File: config.mk
export PLATFORM = sky130hd
export DESIGN_NAME = width_16to8
export DESIGN_NICKNAME = d
export VERILOG_FILES = /design/src/rtl/width_conv_pkg.sv /design/src/rtl/width_16to8_word_fifo.sv /design/src/rtl/width_16to8.sv
export SDC_FILE = /design/constraint.sdc
export NUM_CORES = 1
export LEC_CHECK = 0
export ABC_AREA = 1
export CAP_MARGIN = 20
export CORE_ASPECT_RATIO = 2
export CORE_MARGIN = 3
export CORE_UTILIZATION = 40
export DETAILED_ROUTE_END_ITERATION = 8
export PLACE_DENSITY_LB_ADDON = 0.15
export SYNTH_ARGS = -nofsm -noshare
export SYNTH_HDL_FRONTEND = slang
export SYNTH_SLANG_ARGS = --single-unit
File: constraint.sdc
create_clock -name clk -period 1.4 [get_ports clk]
set_clock_uncertainty 0.1 [all_clocks]
set_input_delay 0.21 -clock clk [delete_from_list [all_inputs] [get_ports clk]]
set_output_delay 0.21 -clock clk [all_outputs]
set_load 0.02 [all_outputs]
File: src/rtl/width_conv_pkg.sv
// Shared widths, byte/word types and default FIFO depth for the 8/16-bit
// width converters.
package width_conv_pkg;
  localparam int BYTE_W        = 8;
  localparam int WORD_W        = 16;
  localparam int DEFAULT_DEPTH = 2;

  typedef logic [BYTE_W-1:0] byte_t;
  typedef logic [WORD_W-1:0] word_t;
endpackage

File: src/rtl/width_16to8_word_fifo.sv
// word_fifo: DEPTH x WORD_W FIFO, registered write, combinational head read.
// DEPTH must be a power of two so the pointers wrap naturally.
module word_fifo
  import width_conv_pkg::*;
#(
  parameter int DEPTH = DEFAULT_DEPTH
) (
  input  logic                     clk,
  input  logic                     rst,
  input  logic                     push,
  input  logic                     pop,
  input  word_t                    wdata,
  output word_t                    head,
  output logic                     full,
  output logic                     empty,
  output logic [$clog2(DEPTH):0]   count
);
  localparam int PTR_W = $clog2(DEPTH);
  localparam int CNT_W = PTR_W + 1;

  word_t            mem_q [DEPTH];
  word_t            mem_d [DEPTH];
  logic [PTR_W-1:0] wr_ptr_q, wr_ptr_d;
  logic [PTR_W-1:0] rd_ptr_q, rd_ptr_d;
  logic [CNT_W-1:0] count_q, count_d;
  logic             do_push, do_pop;

  assign full    = (count_q == CNT_W'(DEPTH));
  assign empty   = (count_q == '0);
  assign count   = count_q;
  assign head    = mem_q[rd_ptr_q];
  assign do_push = push && !full;
  assign do_pop  = pop && !empty;

  // NOTE: every signal written here gets a default first, so no latch is inferred.
  always_comb begin
    mem_d    = mem_q;
    wr_ptr_d = wr_ptr_q;
    rd_ptr_d = rd_ptr_q;
    count_d  = count_q;
    if (do_push) begin
      mem_d[wr_ptr_q] = wdata;
      wr_ptr_d        = wr_ptr_q + PTR_W'(1);
    end
    if (do_pop) begin
      rd_ptr_d = rd_ptr_q + PTR_W'(1);
    end
    case ({do_push, do_pop})
      2'b10:   count_d = count_q + CNT_W'(1);
      2'b01:   count_d = count_q - CNT_W'(1);
      default: count_d = count_q;
    endcase
  end

  // NOTE: state registers use non-blocking <= only; the comb block above uses =.
  always_ff @(posedge clk or posedge rst) begin
    if (rst) begin
      // NOTE: storage is deliberately reset so the head byte reads zero after reset.
      for (int i = 0; i < DEPTH; i++) mem_q[i] <= '0;
      wr_ptr_q <= '0;
      rd_ptr_q <= '0;
      count_q  <= '0;
    end else begin
      mem_q    <= mem_d;
      wr_ptr_q <= wr_ptr_d;
      rd_ptr_q <= rd_ptr_d;
      count_q  <= count_d;
    end
  end
endmodule

File: src/rtl/width_16to8.sv
// Unpacks 16-bit words into an 8-bit byte stream through a small word FIFO.
// Define WIDTH_16TO8_LSB_FIRST_EN to emit the low byte first (default MSB-first).
module width_16to8
  import width_conv_pkg::*;
#(
  parameter int DEPTH = DEFAULT_DEPTH
) (
  input  logic              clk,
  input  logic              rst,
  input  logic              valid_in,
  output logic              ready_in,
  input  logic [WORD_W-1:0] data_in,
  output logic              valid_out,
  input  logic              ready_out,
  output logic [BYTE_W-1:0] data_out,
  output logic              busy
);
  word_t                 fifo_head;
  logic                  fifo_full, fifo_empty, fifo_push, fifo_pop;
  logic [$clog2(DEPTH):0] fifo_count;
  logic                  sel_q, sel_d;

  assign ready_in  = !fifo_full;
  assign valid_out = !fifo_empty;
  assign busy      = (fifo_count != '0);
  assign fifo_push = valid_in && ready_in;

  word_fifo #(.DEPTH(DEPTH)) u_fifo (
    .clk   (clk),
    .rst   (rst),
    .push  (fifo_push),
    .pop   (fifo_pop),
    .wdata (data_in),
    .head  (fifo_head),
    .full  (fifo_full),
    .empty (fifo_empty),
    .count (fifo_count)
  );

  // The head word is popped only once its second byte has been taken.
  always_comb begin
    sel_d    = sel_q;
    fifo_pop = 1'b0;
    if (valid_out && ready_out) begin
      if (sel_q) begin
        sel_d    = 1'b0;
        fifo_pop = 1'b1;
      end else begin
        sel_d = 1'b1;
      end
    end
  end

  always_comb begin
`ifdef WIDTH_16TO8_LSB_FIRST_EN
    data_out = sel_q ? fifo_head[WORD_W-1:BYTE_W] : fifo_head[BYTE_W-1:0];
`else
    data_out = sel_q ? fifo_head[BYTE_W-1:0] : fifo_head[WORD_W-1:BYTE_W];
`endif
  end

  always_ff @(posedge clk or posedge rst) begin
    if (rst) sel_q <= 1'b0;
    else     sel_q <= sel_d;
  end
endmodule

== Word level (Yosys, flattened, before mapping) ==
Index checks and enable logic that the tools add are counted.
Operators by class
  reductions and logical operators: 10
  bitwise logic cells: 2
  magnitude comparators: 3
  $add $sub $neg: 4
  muxes and demuxes: 11
  equality and inequality tests: 3
Operator list (count)
  $mux 16: 4
  $bwmux 32: 1
  $demux 16 s1: 1
  $mux 8: 1
  $logic_and 1x1->1: 5
  $eq 2x2->1 const B: 2
  $ge 2x2->1 const B: 2
  $not 1->2: 2
  $pmux 2 s2: 1
  $reduce_bool 2->1: 2
  $mux 1: 3
  $add 1x1->1 const B: 2
  $add 2x1->2 const B: 1
  $eq 2x1->1 const B: 1
  $logic_not 1->1: 2
  $logic_not 2->1: 1
  $lt 2x1->1 const B: 1
  $sub 2x1->2 const B: 1
Word-level totals
  input bits: 20
  output and inout bits: 11
  bits in registers: 37

== Logic depth before layout (Yosys ltp) ==
  word-level depth: 7
  mapped depth: 10
  depth with buffers taken out: 10

== Hierarchy ==
From an unflattened synthesis, not the netlist that was laid out.
Unflattened totals
  cell total of the unflattened synthesis: 262
  area, all modules: 1984.4 um^2
Modules (own cells, without submodules)
  word_fifo: instances 1, area an instance 1794.2 um^2, cells each 224, sequential area each 900.9 um^2
  width_16to8: instances 1, area an instance 190.2 um^2, cells each 38, sequential area each 25.0 um^2

== Worst setup path before layout ==
Ideal clock, no wire load.
  kind: reg-to-reg
  start: register u_fifo.count_q[0] (netlist: u_fifo.count[0])
  end: register u_fifo.count_q[1] (netlist: u_fifo.count[1])
  stages on the path, launching flop included: 10
  slack: -0.214 ns
  buffers on the path: 0
  data arrival time: 1.397 ns
  period minus slack after synthesis: 1.614 ns
  path through: dfrtp_1 -> inv_2 -> nand2_1 -> nand3_1 -> inv_1 -> ha_1 -> inv_1 -> nand3_1 -> nand2_1 -> nand2_1
On the way
  cells in the longest elaborated chain, start to end: 7
  elaborated cells between the ends (all ways): 15
  classes of those cells: add/sub: 2; eq/ne: 3; mux: 2; reduce/logical: 8
RTL lines
  start, declared: RTL line width_16to8_word_fifo.sv:25  | logic [CNT_W-1:0] count_q, count_d;
  start signal, assigned: RTL line width_16to8_word_fifo.sv:67  | count_q <= count_d;
  $logic_not 2->1 *: RTL line width_16to8_word_fifo.sv:29  | assign empty = (count_q == '0);
  $logic_not 1->1 *: RTL line width_16to8_word_fifo.sv:33, width_16to8.sv:24
  $logic_and 1x1->1: RTL line width_16to8.sv:44  | if (valid_out && ready_out) begin
  $mux 1: RTL line width_16to8.sv:44
  $logic_and 1x1->1 *: RTL line width_16to8_word_fifo.sv:33  | assign do_pop = pop && !empty;
  net u_fifo.do_pop: RTL line width_16to8_word_fifo.sv:26  | logic do_push, do_pop;
  $eq 2x1->1 / $eq 2x2->1 (equally long branches): RTL line width_16to8_word_fifo.sv:48  | case ({do_push, do_pop})
  $pmux 2 s2 / $reduce_bool 2->1 (equally long branches)
The timed path passes the listed nets; every way through them passes the cells marked *.
A chain may end at the register's enable or synchronous reset.

== Worst setup path after layout ==
  start: register u_fifo.rd_ptr_q
  end: output port data_out[0]
On the way
  cells in the longest elaborated chain, start to end: 5
RTL lines
  start, declared: RTL line width_16to8_word_fifo.sv:24  | logic [PTR_W-1:0] rd_ptr_q, rd_ptr_d;
  start signal, assigned: RTL line width_16to8_word_fifo.sv:66  | rd_ptr_q <= rd_ptr_d;
  $not 1->2 (implied by the code): RTL line width_16to8_word_fifo.sv:31  | assign head = mem_q[rd_ptr_q];
  $mux 16 (implied by the code) (3 in a row): RTL line width_16to8_word_fifo.sv:31
  $mux 8: RTL line width_16to8.sv:58  | data_out = sel_q ? fifo_head[BYTE_W-1:0] : fifo_head[WORD_W-1:BYTE_W];
  end, declared: RTL line width_16to8.sv:15  | output logic [BYTE_W-1:0] data_out,
Every way passes these cells. The select of a mux whose other input is x is not followed.

==> out/results.ini <==
[timing]
maxSlewViolCount=0
max_freq_mhz=613
final.setup.worst_slack_ps=-230
finalCritPeriodShare_pct=116
worstMarginPinSlew_ps=374
rsz0062_at_grt=yes
maxSlewHeadroom_pct=75.1
fin_hold_ws_ps=165
hold_violations=0
period_needed_ps=1630
setup_viol=8

[outcome]
violations=setup timing
outcome=complete, but fails checks

[finish]
drive_above_1_share_pct=19.9
diodes=0
design_area_um2=2530
areaGrowthSynthToFinish_pct=31.1
fill_cells=459
nets=312
fin_util_pct=54.5

[power_and_ir_drop]
p_leak_nw=1.32
internal_power_w=0.00328
power.switching_w=0.00266
p_seq_share_pct=32.8
combPwrFrac_pct=55.1
pwr-share-clk_pct=12.0
ir_drop_mv=1.28
p_sw_share_pct=44.7
power_density_nw_per_um2=2350

[floorplan]
dieArea_um2=5740
core_um2=4640
die_h_um=104
rows=35
fp.dieW_um=55.1
initial_core_util_pct=41.6
io_pins=31

[clock_network]
cts_buffers=5
cts_buffer_depth=2
cts.clk_slew.worst_paths_ps=70
cts_tree=built
cts.sinks=37
cts_root_buffer=clkbuf_8
clk-insertion-delay-late_ps=280
htree_num_levels=2

[setup_path]
endpoint_kind=primary output
required_ps=1090
cp-start-kind=register
cp.arrival_ps=1320
worstReg2RegStart=u_fifo.count[0]
cp_max_fo=16
reg2reg_depth=8
r2r_end=u_fifo.count[1]
critPathKind=register to primary output
r2r_slack_ps=60

[yosys]
synthCells=246
ys_ff_latch=37
netlist_area_um2=1930
syn_area_per_cell_um2=7.84
ys_types=16
yosysSeqAreaShare_pct=48.0
synth-warning-count=0
synthesis.nets=267

[grt]
grt_usage_pct=18.8
grt.overflow.total=0
grt_start_max_net_pins=38
antenna_found_initial=0
grt_pass1_wl_um=7940
grt_pass1_vias=1681

[routing]
antenna_left=0
vias_per_cell=5.09
routed_wl_um=4750
firstDrtPassIters=4
wl_per_cell_um=13.7
drt_iter0_drc=52
drc=0
via_count=1766

[min_path]
hold_class=primary input to asynchronous set/reset pin

[placed_design]
hpwl_um=3360
dpl_cell_area_um2=2400
port_buffers=30
gp_congestion=0.792

[run]
drv_cap=0

-- Yosys cell counts --
cell type | instances | area, µm²
buf_2 | 8 | 40.0
buf_4 | 5 | 37.5
buf_6 | 3 | 33.8
clkbuf_1 | 1 | 3.75
clkinv_1 | 2 | 7.51
dfrtp_1 | 37 | 926
ha_1 | 1 | 12.5
inv_1 | 13 | 48.8
inv_2 | 2 | 7.51
nand2_1 | 125 | 469
nand2_4 | 1 | 11.3
nand3_1 | 3 | 15.0
nand3_4 | 2 | 35.0
nand4_1 | 34 | 213
o211ai_1 | 8 | 60.1
xnor2_1 | 1 | 8.76
-- placed cells by master (no fill, tap or decap), drive strengths merged --
cell type / Yosys / layout
xnor2: 1 / 1
ha: 1 / 1
buf: 16 / 34
clkbuf: 1 / 6
nand2: 126 / 126
inv: 15 / 15
clkdlybuf4s50: 0 / 19
o211ai: 8 / 8
dfrtp: 37 / 37
nand3: 5 / 7
nand4: 34 / 34
clkinv: 2 / 4
-- power groups by stage --
stage	combinational [W]	clock [W]	sequential (W)
2_1_floorplan	0.00217	0	0.00182
3_3_place_gp	0.00326	0	0.00192
3_5_place_dp	0.00328	0	0.00192
4_1_cts	0.00309	0.000734	0.00192
5_1_grt	0.00365	0.000783	0.00200
6_report	0.00328	0.000715	0.00195
-- logic make-up after synthesis --
kind of cell	after synthesis	synth area share [%]
compound gates	8	3.11
xor+xnor	1	0.454
fa+ha+maj	1	0.648
buf+inv	34	9.27
flops	37	48.0
simple gates	165	38.5
-- how the worst max path moves through the flow --
stage | startpoint | end | cells after the start
2_1_floorplan | u_fifo.count[0] | u_fifo.count[1] | 8
3_3_place_gp | u_fifo.rd_ptr_q | data_out[4] | 6
3_5_place_dp | u_fifo.rd_ptr_q | data_out[4] | 6
4_1_cts | u_fifo.rd_ptr_q | data_out[0] | 4
5_1_grt | u_fifo.rd_ptr_q | data_out[0] | 4
6_report | u_fifo.rd_ptr_q | data_out[0] | 4
-- flip-flops by register name, summed over array words and instances, names as in the netlist --
signal,count
u_fifo.rd_ptr_q,1
u_fifo.wr_ptr_q,1
sel_q,1
u_fifo.mem_q,32
u_fifo.count,2
-- metrics by stage --
| stage | power [W] | setup slack [ps] | cells | TNS [ps] |
|---|---|---|---|---|
| floorplan | 0.00399 | 34.0 | 246 | 0 |
| global placement | 0.00517 | -406 | 336 | -7310 |
| detailed placement | 0.00520 | -406 | 336 | -7430 |
| CTS | 0.00575 | -247 | 345 | -1750 |
| global route | 0.00644 | -272 | 347 | -2090 |
| finish | 0.00594 | -230 | 347 | -1560 |
-- critical path: stages (launching register included) --
cell and delay, ps:
dfrtp_2 450, buf_12 160, o211ai_1 180, nand2_1 70, buf_2 160
-- routing by layer --
metal  GRT usage [%]  vias to the layer above  share of wire [%]  wire length [µm]
met3            3.73                        7                5.2               246
met2            30.1                       50                 52              2450
li1                -                      898                  -                 -
met4            7.13                        0                2.1               102
met1            24.0                      811                 41              1950
met5               0                        -                  0                 0
-- area by class of cell --
cell class | instances | area (µm²) | share of cell area [%]
Multi-Input combinational cell | 177 | 895 | 35.4
Sequential cell | 37 | 927 | 36.6
Tap cell | 55 | 68.8 | 2.72
Timing Repair Buffer | 53 | 485 | 19.2
Inverter | 17 | 71.3 | 2.82
Clock buffer | 6 | 72.6 | 2.87
Clock inverter | 2 | 10.0 | 0.396
-- timing repair --
item	4_1_cts	5_1_grt
endpoints found under the setup margin	44	33
pin swaps	2	4
resized for setup	51	16
gates cloned	1	1
hold buffers	0	0
buffers inserted	0	1
(Power assumes the default switching activity.)
